==> src/rtl/player_action_scheduler.sv <==
// Frame-rate action sequencer: samples buttons on frame ticks and issues move/attack
// commands while enforcing move cooldown, sword duration, recovery and a sticky dead state.
module player_action_scheduler #(
    parameter int unsigned MOVE_COOLDOWN   = 8,
    parameter int unsigned ATTACK_FRAMES   = 4,
    parameter int unsigned ATTACK_COOLDOWN = 12,
    parameter int unsigned CNT_W           = 5
) (
    input  logic       clk,
    input  logic       reset,
    input  logic       frame_tick,
    input  logic       A,
    input  logic       B,
    input  logic       up,
    input  logic       down,
    input  logic       left,
    input  logic       right,
    input  logic [1:0] player_health,
    output logic       move_en,
    output logic       attack_start,
    output logic       sword_active,
    output logic [1:0] cmd_dir,
    output logic [1:0] facing,
    output logic       busy,
    output logic       game_over,
    output logic [2:0] state
);

    typedef enum logic [2:0] {
        IDLE      = 3'd0,
        MOVE_WAIT = 3'd1,
        ATTACK    = 3'd2,
        RECOVER   = 3'd3,
        DEAD      = 3'd4
    } state_e;

    localparam logic [1:0] DIR_UP    = 2'b00;
    localparam logic [1:0] DIR_RIGHT = 2'b01;
    localparam logic [1:0] DIR_DOWN  = 2'b10;
    localparam logic [1:0] DIR_LEFT  = 2'b11;

    localparam logic [CNT_W-1:0] MOVE_RELOAD = CNT_W'(MOVE_COOLDOWN - 1);
    localparam logic [CNT_W-1:0] ATK_RELOAD  = CNT_W'(ATTACK_FRAMES - 1);
    localparam logic [CNT_W-1:0] REC_RELOAD  = CNT_W'(ATTACK_COOLDOWN - 1);
    localparam logic [CNT_W-1:0] CNT_ZERO    = '0;
    localparam logic [CNT_W-1:0] CNT_ONE     = CNT_W'(1);

    state_e           state_q, state_d;
    logic [CNT_W-1:0] cnt_q, cnt_d;
    logic [1:0]       facing_q, facing_d;
    logic [1:0]       cmd_q, cmd_d;
    logic             move_q, move_d;
    logic             atk_start_q, atk_start_d;
    logic             sword_q, sword_d;
    logic             over_q, over_d;
    logic             busy_q;
    logic             atk_prev_q, atk_prev_d;

    logic       dir_valid_c;
    logic [1:0] dir_c;
    logic       atk_any_c;
    logic       atk_req_c;

    // Direction decode: only a single held direction counts as valid.
    always_comb begin
        dir_valid_c = ($countones({up, right, down, left}) == 1);
        dir_c       = DIR_UP;
        if (right) begin
            dir_c = DIR_RIGHT;
        end else if (down) begin
            dir_c = DIR_DOWN;
        end else if (left) begin
            dir_c = DIR_LEFT;
        end
        atk_any_c = A | B;
        atk_req_c = atk_any_c & ~atk_prev_q;
    end

    // Next-state and next-output logic; pulses default low so they last one cycle.
    always_comb begin
        state_d     = state_q;
        cnt_d       = cnt_q;
        facing_d    = facing_q;
        cmd_d       = cmd_q;
        sword_d     = sword_q;
        over_d      = over_q;
        atk_prev_d  = atk_prev_q;
        move_d      = 1'b0;
        atk_start_d = 1'b0;

        if (frame_tick) begin
            atk_prev_d = atk_any_c;
            if (player_health == 2'd0) begin
                state_d = DEAD;
                sword_d = 1'b0;
                over_d  = 1'b1;
            end else begin
                case (state_q)
                    IDLE: begin
                        if (atk_req_c) begin
                            cmd_d       = dir_valid_c ? dir_c : facing_q;
                            facing_d    = dir_valid_c ? dir_c : facing_q;
                            atk_start_d = 1'b1;
                            sword_d     = 1'b1;
                            cnt_d       = ATK_RELOAD;
                            state_d     = ATTACK;
                        end else if (dir_valid_c) begin
                            cmd_d    = dir_c;
                            facing_d = dir_c;
                            move_d   = 1'b1;
                            cnt_d    = MOVE_RELOAD;
                            state_d  = MOVE_WAIT;
                        end
                    end
                    MOVE_WAIT: begin
                        if (cnt_q == CNT_ZERO) begin
                            state_d = IDLE;
                        end else begin
                            cnt_d = cnt_q - CNT_ONE;
                        end
                    end
                    ATTACK: begin
                        if (cnt_q == CNT_ZERO) begin
                            sword_d = 1'b0;
                            cnt_d   = REC_RELOAD;
                            state_d = RECOVER;
                        end else begin
                            cnt_d = cnt_q - CNT_ONE;
                        end
                    end
                    RECOVER: begin
                        if (cnt_q == CNT_ZERO) begin
                            state_d = IDLE;
                        end else begin
                            cnt_d = cnt_q - CNT_ONE;
                        end
                    end
                    DEAD: begin
                        state_d = DEAD;
                    end
                    default: begin
                        state_d = IDLE;
                    end
                endcase
            end
        end
    end

    always_ff @(posedge clk) begin
        if (reset) begin
            state_q     <= IDLE;
            cnt_q       <= CNT_ZERO;
            facing_q    <= DIR_RIGHT;
            cmd_q       <= DIR_RIGHT;
            move_q      <= 1'b0;
            atk_start_q <= 1'b0;
            sword_q     <= 1'b0;
            over_q      <= 1'b0;
            busy_q      <= 1'b0;
            atk_prev_q  <= 1'b0;
        end else begin
            state_q     <= state_d;
            cnt_q       <= cnt_d;
            facing_q    <= facing_d;
            cmd_q       <= cmd_d;
            move_q      <= move_d;
            atk_start_q <= atk_start_d;
            sword_q     <= sword_d;
            over_q      <= over_d;
            busy_q      <= (state_d != IDLE);
            atk_prev_q  <= atk_prev_d;
        end
    end

    assign move_en      = move_q;
    assign attack_start = atk_start_q;
    assign sword_active = sword_q;
    assign cmd_dir      = cmd_q;
    assign facing       = facing_q;
    assign busy         = busy_q;
    assign game_over    = over_q;
    assign state        = state_q;

endmodule

==> config.mk <==
export PLATFORM = sky130hd
export DESIGN_NAME = player_action_scheduler
export DESIGN_NICKNAME = d
export VERILOG_FILES = /design/src/rtl/player_action_scheduler.sv
export SDC_FILE = /design/constraint.sdc
export NUM_CORES = 1
export LEC_CHECK = 0
export ABC_AREA = 1
export CORE_MARGIN = 3
export CORE_UTILIZATION = 45
export CTS_BUF_LIST = sky130_fd_sc_hd__clkbuf_2
export DETAILED_ROUTE_END_ITERATION = 16
export DONT_BUFFER_PORTS = 1
export SLEW_MARGIN = 15
export SYNTH_ARGS = -nofsm -noshare
export SYNTH_HDL_FRONTEND = slang
export SYNTH_SLANG_ARGS = --single-unit
==> constraint.sdc <==
create_clock -name clk -period 2.95 [get_ports clk]
set_input_delay 0.59 -clock clk [delete_from_list [all_inputs] [get_ports clk]]
set_output_delay 0.59 -clock clk [all_outputs]
set_load 0.005 [all_outputs]
-- Word-level counts from Yosys, hierarchy flattened
Index checks and enable logic that the tools add are counted.
- bitwise logic cells: 6
- reduce and logical (&&, ||, !) cells: 15
- multiplexer cells: 24
- equality and inequality tests: 9
- add/subtract/negate cells: 4
- operators by type and width (operator ; number):
    2-to-1 mux 5 bit ; 4
    2-to-1 mux 3 bit ; 6
    one-hot mux 5 bit (3 select lines) ; 1
    2-to-1 mux 2 bit ; 6
    one-hot mux 3 bit (4 select lines) ; 1
    inequality test 3 bit, second input constant ; 3
    nonzero test 3 bit ; 3
    AND reduction 4 bit ; 2
    equality test 3 x 1 -> 1 bit, second input constant ; 2
    equality test 3 x 2 -> 1 bit, second input constant ; 2
    zero test 5 bit ; 1
    2-to-1 mux 1 bit ; 5
    AND reduction 5 bit ; 1
    OR reduction 5 bit ; 1
    subtractor 5 x 1 -> 5 bit, second input constant ; 1
    adder 1 x 1 -> 2 bit ; 2
    inverter 1 bit ; 4
    OR reduction 4 bit ; 1
    adder 2 x 2 -> 3 bit ; 1
    equality test 3 bit, second input constant ; 1
    zero test 3 bit ; 1
    AND reduction 3 bit ; 1
    zero test 2 bit ; 1
    inequality test 2 bit, second input constant ; 1
    other kinds (6) ; 6
- register bits after elaboration: 18
- output and inout bits: 12

-- Depth between registers and ports, before layout
Gate-level depths: netlist of run 1.
- word-level depth: 9
- mapped depth: 14

-- Worst setup path after synthesis of run 1
No wires, ideal clock.
- kind: input to register
- from: input port up
- to: register cnt_q[4]
- stages: 12
- arrival time: 2.269 ns
- path slack: 0.566 ns
- buffers on the path: 0
- path through: inv_1 > fa_1 > inv_1 > ha_1 > ha_1 > nand3b_4 > nand3_4 > inv_2 > nor2_4 > nand3_1 > nand2_1 > nor2_1
- cells in the longest elaborated chain, start to end: 5
- ends and longest elaborated chain (what ; RTL line ; RTL):
    start: declaration ; 14 ; input logic up,
    adder 1 x 1 -> 2 bit (implied by the code) ; 66 ; dir_valid_c = ($countones({up, right, down, left}) == 1);
    adder 2 x 2 -> 3 bit (implied by the code) ; 66 ;
    equality test 3 x 1 -> 1 bit ; 66 ;
    inequality test 3 bit (no source line) ; n/a ;
    AND reduction 5 bit (no source line) ; n/a ;
    end signal: assignment ; 163 ; cnt_q <= cnt_d;
    end: declaration ; 49 ; logic [CNT_W-1:0] cnt_q, cnt_d;
No other way between the ends.
A chain may end at the register's enable or synchronous reset.

-- Worst setup path in the final report of run 1
Ends and elaborated chain as after synthesis.

==> results of run 1 <==
[per-layer routing]
metal	global-route usage (%)	up-vias	part of all wire (%)
met5	0	-	0
met4	8.50	0	1.8
met3	3.75	4	5.9
met2	25.4	20	42
met1	20.6	410	50
li1	-	493	-
[cell usage in the layout (no fill, tap or decap)]
master and count:
sky130_fd_sc_hd__o21ai_1 2, sky130_fd_sc_hd__nand3_4 1, sky130_fd_sc_hd__o211ai_2 1, sky130_fd_sc_hd__nor3b_1 1, sky130_fd_sc_hd__clkbuf_2 3, sky130_fd_sc_hd__nor2_1 18, sky130_fd_sc_hd__a21oi_1 10, sky130_fd_sc_hd__o211ai_1 1
sky130_fd_sc_hd__xnor2_1 1, sky130_fd_sc_hd__nand3b_4 1, sky130_fd_sc_hd__clkinv_1 2, sky130_fd_sc_hd__o21ai_0 9, sky130_fd_sc_hd__o22ai_1 2, sky130_fd_sc_hd__inv_2 8, sky130_fd_sc_hd__nand2_1 30, sky130_fd_sc_hd__nor3_2 1
sky130_fd_sc_hd__dfxtp_1 18, sky130_fd_sc_hd__o21ai_2 1, sky130_fd_sc_hd__nor2_2 6, sky130_fd_sc_hd__fa_1 1, sky130_fd_sc_hd__inv_1 18, sky130_fd_sc_hd__o21bai_4 1, sky130_fd_sc_hd__xor2_1 1, sky130_fd_sc_hd__nand3_1 10
sky130_fd_sc_hd__nor2_4 1, sky130_fd_sc_hd__nand2_2 5, sky130_fd_sc_hd__ha_1 4
[where the power goes]
| part | internal, mW | switching [mW] | total [mW] | leakage, nW |
|---|---|---|---|---|
| clock network | 0.0295 | 0.0772 | 0.107 | 0.0140 |
| logic | 0.0657 | 0.108 | 0.174 | 0.390 |
| registers | 0.265 | 0.0199 | 0.285 | 0.148 |
[layout make-up]
type                       count  area share (%)
tap                           28            3.09
multi-input combinational    108            54.5
clock buffer                   3            1.32
clock inverter                 1           0.331
inverter                      27            8.94
sequential                    18            31.8
[logic make-up after synthesis]
logic type               count (synthesis)  synth area share [%]
adder cells (fa/ha/maj)                  5                  6.49
buffers and inverters                   27                  9.39
AND/OR/NAND/NOR                         74                  33.8
XOR/XNOR                                 2                  1.62
AO/OA/AOI/OAI                           27                  15.3
flip-flops                              18                  33.4
[registers in the layout, summed over array words and instances (netlist names), 2 cells and up]
register and count:
cnt_q 5, state 3, cmd_dir 2, facing 2
[per-stage QoR]
step	setup slack, ns	hold WS [ns]	std cells	utilization (%)	power (mW)
after floorplan	0.566	0.439	153	-	0.434
after global placement	0.484	0.451	181	49.4	0.463
after detailed placement	0.435	0.452	181	49.4	0.465
after CTS	0.791	0.311	185	50.3	0.573
after global routing	0.635	0.287	185	50.3	0.609
final	0.787	0.319	185	50.3	0.565
[final timing paths]
check                         from                    end  slack, ns  cells after the start
max                             up  cnt_q[4]$_SDFFE_PP0P_       0.79                     12
max reg2reg  cnt_q[0]$_SDFFE_PP0P_  cnt_q[4]$_SDFFE_PP0P_       1.44                     11
min                          reset  cnt_q[0]$_SDFFE_PP0P_       0.32                      1
min reg2reg  cnt_q[0]$_SDFFE_PP0P_  cnt_q[0]$_SDFFE_PP0P_       0.47                      2
[worst max-delay path, delay by kind of cell]
kind | cells | cell delay [ns]
and+or+nand+nor | 6 | 0.72
adders and majority gates | 3 | 0.96
buffers and inverters | 3 | 0.13
[Yosys cell counts, drive strengths merged]
master / instances / area share (%)
o21ai: 12 / 5.9
nor3: 1 / 0.93
o22ai: 2 / 1.2
xnor2: 1 / 0.81
o21bai: 1 / 1.7
nand2: 35 / 13
nand3: 11 / 6.3
xor2: 1 / 0.81
a21oi: 10 / 4.6
nor3b: 1 / 0.70
ha: 4 / 4.6
clkinv: 1 / 0.35
o211ai: 2 / 1.9
fa: 1 / 1.9
nand3b: 1 / 1.9
dfxtp: 18 / 33
inv: 26 / 9.0
nor2: 25 / 11
==> out/summary.txt, run 1 <==
GLOBAL ROUTE
----------------------------------------------------------------------------
Remaining global-route overflow                                            0
Total routing resource utilization after global routing                16.2%
Antenna violations before repair                                           0
Global-route wire length before repair                               3.54 mm
Largest net degree at the start of global routing                         11
Via count of the first global-routing pass                               843

CRITICAL PATH
----------------------------------------------------------------------------
Worst-path cell chain                                           inv_1 > fa_1 > inv_1 > ha_1 > ha_1 > nand3b_4 > nand3_4 > inv_2 > nor2_4 > nand3_1 > nand2_1 > nor2_1
Launching element type of the critical path                       input port
Maximum single-stage delay on the critical path                      0.52 ns
Kind of capture point of the worst setup path                       register
Required time of the worst setup path                                3.18 ns
CP max FO                                                                  9
Critical path data arrival time                                      2.39 ns
Classification of the worst setup path                             in -> reg
Max stage delay cell, worst path                                sky130_fd_sc_hd__fa_1

FLOORPLANNING
----------------------------------------------------------------------------
Full die area                                                       3020 µm²
Initial Utilization                                                    47.9%
Die W                                                                55.0 µm
Standard-cell rows                                                        17
Core area                                                           2250 µm²
Overall die height                                                   55.0 µm
I/O pin count                                                             23

TIMING
----------------------------------------------------------------------------
Fmax                                                                 462 MHz
Max Slew Vio Count                                                         0
Tcrit/Tclk final                                                       73.3%
Worst setup skew after layout                                      0.0144 ns
Setup repair after global routing missed its margin                    false
Post-route setup TNS                                                    0 ns
Max_slew headroom                                                      77.2%
Transition time at the pin with the least slew margin               0.342 ns
Fin crit period                                                      2.16 ns
Final setup fails                                                          0
Final count of hold timing violations                                      0

FINISH
----------------------------------------------------------------------------
Number of fill cells in the layout                                       243
Fraction of layout cells with a size suffix above 1                    18.5%
Final antenna diode count                                                  0
Multi-input gate area in the final layout                            618 µm²
Syn-to-layout area delta                                               4.98%
Register area                                                        360 µm²
Final standard cell area without fillers                            1130 µm²
Number of nets at the end of the flow                                    174

CLOCK NETWORK
----------------------------------------------------------------------------
Number of gates given a new drive strength after cts                       0
Clock tree from TritonCTS                                                yes
Number of sinks driven by the clock tree                                  18
Later-pin clock latency in the skew report                           0.30 ns
Clock root cell                                                 sky130_fd_sc_hd__clkbuf_2
Clock Path Buffers                                                         2
H-tree lvl count                                                           1
Post-CTS setup repair buffer count                                         0
Clock Pin Slew Worst Setup and Hold Paths                            0.18 ns
Num CTS Buffers                                                            3
CTS Hold Bufs                                                              0

ROUTE
----------------------------------------------------------------------------
Detailed Route Iter0 Violations                                           15
First-pass iteration count of the detailed router                          4
Via-to-Cell Ratio                                                       5.01
Number of nets with antenna violations after detailed routing              0
Via count                                                                927
Final routed DRC violation total                                           0
WL final                                                             2.10 mm
Routed length per placed instance                                    11.3 µm

FLOW RUN
----------------------------------------------------------------------------
Number of maximum-capacitance violations                                   0

PLACED DESIGN
----------------------------------------------------------------------------
Dpl hpwl                                                             1.70 mm
Cell area after placement                                           1110 µm²
Routability cong.                                                      0.848
Port buffer count                                                          0

YOSYS
----------------------------------------------------------------------------
Syn Inst Count                                                           153
Sequential element share of the synthesized area                       33.4%
Netlist area before placement                                       1080 µm²
Flip-flop and latch count after synthesis                                 18
Avg Synthesized Cell Area                                           7.06 µm²
Mapped Nets                                                              169
Number of warnings printed during yosys synthesis                          0
Count of unique library cells instantiated by Yosys                       26

PWR
----------------------------------------------------------------------------
Power Density                                                     498 nW/µm²
Maximum vdd drop                                                    0.224 mV
P_leak                                                              0.551 nW

RUN STATUS
----------------------------------------------------------------------------
Run status                                                      finished clean

HOLD PATH
----------------------------------------------------------------------------
Type of the most critical hold path                                in -> reg

No activity file was read; power rests on OpenSTA's default activity.
==> run 2, diff against run 1 <==
==> constraint.sdc (replaced) <==
create_clock -name clk -period 1.9 [get_ports clk]
set_input_delay 0.38 -clock clk [delete_from_list [all_inputs] [get_ports clk]]
set_output_delay 0.38 -clock clk [all_outputs]
set_load 0.005 [all_outputs]
==> run 2 against run 1 <==
Compared with the run above:
- routed wire length grew 5.1%
- final cell count rose by 2.2%
- utilization up 3.6 points
- combinational power grew 81%
- clock power grew 54%
- clock skew is 0.0035 ns lower
==> out/summary.txt, run 2 (synthesis results as in run 1) <==
TIMING
-----------------------------------------------------------------------------
Max_slew headroom                                                       78.8%
Worst hold slack                                                     0.114 ns
Fmax                                                                  530 MHz
Final count of hold timing violations                                       0
Setup repair after global routing missed its margin                      true
Final setup fails                                                           0
Max Slew Vio Count                                                          0
Tcrit/Tclk final                                                        99.3%
Fin crit period                                                       1.89 ns
Worst setup skew after layout                                       0.0109 ns
Transition time at the pin with the least slew margin                0.317 ns

PWR
-----------------------------------------------------------------------------
Clock share of power                                                    17.9%
Cell Int Power                                                         586 µW
Logic gate share of total power                                         34.2%
Proportion of power drawn by flip-flops and latches                     47.9%
Total design power                                                     923 µW
Sw Share                                                                36.4%
Net switching power                                                    336 µW
Maximum vdd drop                                                     0.350 mV
Power Density                                                      760 nW/µm²
P_leak                                                               0.577 nW

ROUTE
-----------------------------------------------------------------------------
Met2 routed wirelength                                                1.01 mm
Detailed Route Iter0 Violations                                            25
Final routed DRC violation total                                            0
Routed length per placed instance                                     11.7 µm
Length of routed wiring on met1                                        997 µm
WL final                                                              2.20 mm
First-pass iteration count of the detailed router                           4
Number of nets with antenna violations after detailed routing               0
Met3 WL post-DR                                                        174 µm
Via-to-Cell Ratio                                                        5.04
Via count                                                                 953
Top routing layer in use                                                 met4

PLACED DESIGN
-----------------------------------------------------------------------------
Cell area after placement                                            1130 µm²
Port buffer count                                                           0
Routability cong.                                                       0.802
DP Cell Count                                                             182
Dpl hpwl                                                              1.73 mm

HOLD PATH
-----------------------------------------------------------------------------
Type of the most critical hold path                                 in -> reg
Min-Delay Startpoint                                                    reset

FINISH
-----------------------------------------------------------------------------
Commonest non-fill, non-tap cells in the layout                  sky130_fd_sc_hd__nand2_1, sky130_fd_sc_hd__nor2_1, sky130_fd_sc_hd__dfxtp_1
Syn-to-layout area delta                                                12.5%
Max reg flops                                                               5
Multi-input gate area in the final layout                             662 µm²
Fraction of layout cells with a size suffix above 1                     24.8%
Number of standard cells in the final layout excluding fillers            189
Register area                                                         360 µm²
Top reg by flops                                                        cnt_q
Number of fill cells in the layout                                        226
Most common cell after layout, fill and taps aside               sky130_fd_sc_hd__nand2_1
Number of nets at the end of the flow                                     178
Final standard cell area without fillers                             1210 µm²
Final antenna diode count                                                   0

FLOORPLANNING
-----------------------------------------------------------------------------
Core area                                                            2250 µm²
Full die area                                                        3020 µm²
Die W                                                                 55.0 µm
Overall die height                                                    55.0 µm
Standard-cell rows                                                         17
I/O pin count                                                              23
Initial Utilization                                                     47.9%

GLOBAL ROUTE
-----------------------------------------------------------------------------
Largest net degree at the start of global routing                          11
Global-route wire length before repair                                3.53 mm
Via count of the first global-routing pass                                823
Remaining global-route overflow                                             0
Total routing resource utilization after global routing                 16.3%
Antenna violations before repair                                            0

FLOW RUN
-----------------------------------------------------------------------------
Number of maximum-capacitance violations                                    0

CRITICAL PATH
-----------------------------------------------------------------------------
Kind of capture point of the worst setup path                        register
Classification of the worst setup path                              in -> reg
Worst-path cell chain                                            inv_8 > fa_1 > inv_1 > ha_2 > ha_4 > nand3b_4 > nand3_4 > buf_4 > o211ai_4 > nand2_1 > a21oi_2
Required time of the worst setup path                                 2.15 ns
Startpoint of the worst register-to-register path                cnt_q[0]$_SDFFE_PP0P_
Maximum single-stage delay on the critical path                       0.52 ns
Critical path data arrival time                                       2.13 ns
CP max FO                                                                   5
Launching element type of the critical path                        input port
Largest delay contributor family on the critical path             adder cells
Max stage delay cell, worst path                                 sky130_fd_sc_hd__fa_1
Total buffers and inverters traversed by the critical path                  3
CP Launch Point                                                            up

CLOCK NETWORK
-----------------------------------------------------------------------------
CTS Hold Bufs                                                               0
Number of sinks driven by the clock tree                                   18
H-tree lvl count                                                            1
Clock root cell                                                  sky130_fd_sc_hd__clkbuf_2
Later-pin clock latency in the skew report                            0.30 ns
Clock Pin Slew Worst Setup and Hold Paths                             0.18 ns
Clock tree from TritonCTS                                                 yes
Num CTS Buffers                                                             3
Clock Path Buffers                                                          2

RUN STATUS
-----------------------------------------------------------------------------
Run status                                                       finished clean

## run 2: cell types whose count changed in the layout (fill, tap and decap cells not counted), moves of 2 or more
cell | previous run | this run
sky130_fd_sc_hd__o21ai_0 | 9 | 7
sky130_fd_sc_hd__o21ai_1 | 2 | 4
sky130_fd_sc_hd__inv_1 | 18 | 15
sky130_fd_sc_hd__buf_4 | 0 | 3
sky130_fd_sc_hd__inv_8 | 0 | 2
sky130_fd_sc_hd__ha_1 | 4 | 2
## run 2: worst paths after layout
| kind | to | slack (ns) | depth (start not counted) |
|---|---|---|---|
| setup / recovery | cnt_q[3]$_SDFFE_PP0P_ | 0.01 | 11 |
| setup reg to reg | cnt_q[4]$_SDFFE_PP0P_ | 0.39 | 11 |
| hold / removal | game_over$_SDFFE_PP0P_ | 0.11 | 1 |
| hold reg to reg | cnt_q[0]$_SDFFE_PP0P_ | 0.47 | 2 |
## run 2: stage by stage
step	setup TNS (ns)	setup slack, ns	utilization [%]
after floorplan	-1.51	-0.205	-
after global placement	-2.48	-0.275	50.2
after detailed placement	-2.97	-0.351	50.2
after CTS	0	0.00461	51.6
after global routing	-0.0757	-0.0410	53.9
final	0	0.0129	53.9
## run 2: area by class of cell
cell class / count / share of cell area (%)
flip-flops and latches: 18 / 29.7
repair buffers: 3 / 1.85
clock buffers: 3 / 1.24
inverters: 27 / 9.58
multi-input cells: 109 / 54.5
clock inverters: 1 / 0.309
well taps: 28 / 2.88
## run 2: per-layer routing
metal  GRT usage (%)  vias up
li1                -      503
met3            5.09        4
met2            27.2       30
met1            19.4      416
met5               0        -
met4            6.07        0
## run 2: worst reg2reg max path: cells and delay by family, from the launching register on
kind            cells  cell delay (ns)
fa+ha+maj           1             0.16
buf+inv             4             0.24
simple gates        5             0.57
compound gates      1             0.12
flops               1             0.34
## run 2: power by group through the flow
stage	clock (mW)	combinational, mW	sequential [mW]
2_1_floorplan	0	0.234	0.443
3_3_place_gp	0	0.275	0.451
3_5_place_dp	0	0.281	0.451
4_1_cts	0.180	0.291	0.443
5_1_grt	0.190	0.358	0.449
6_report	0.165	0.315	0.442
## run 2: what timing repair did
action	in CTS	in global routing
resized for setup	0	9
setup buffers	0	2
setup endpoints to repair	1	5
cloned	1	0
pin swaps	0	11
hold endpoints to repair	0	0
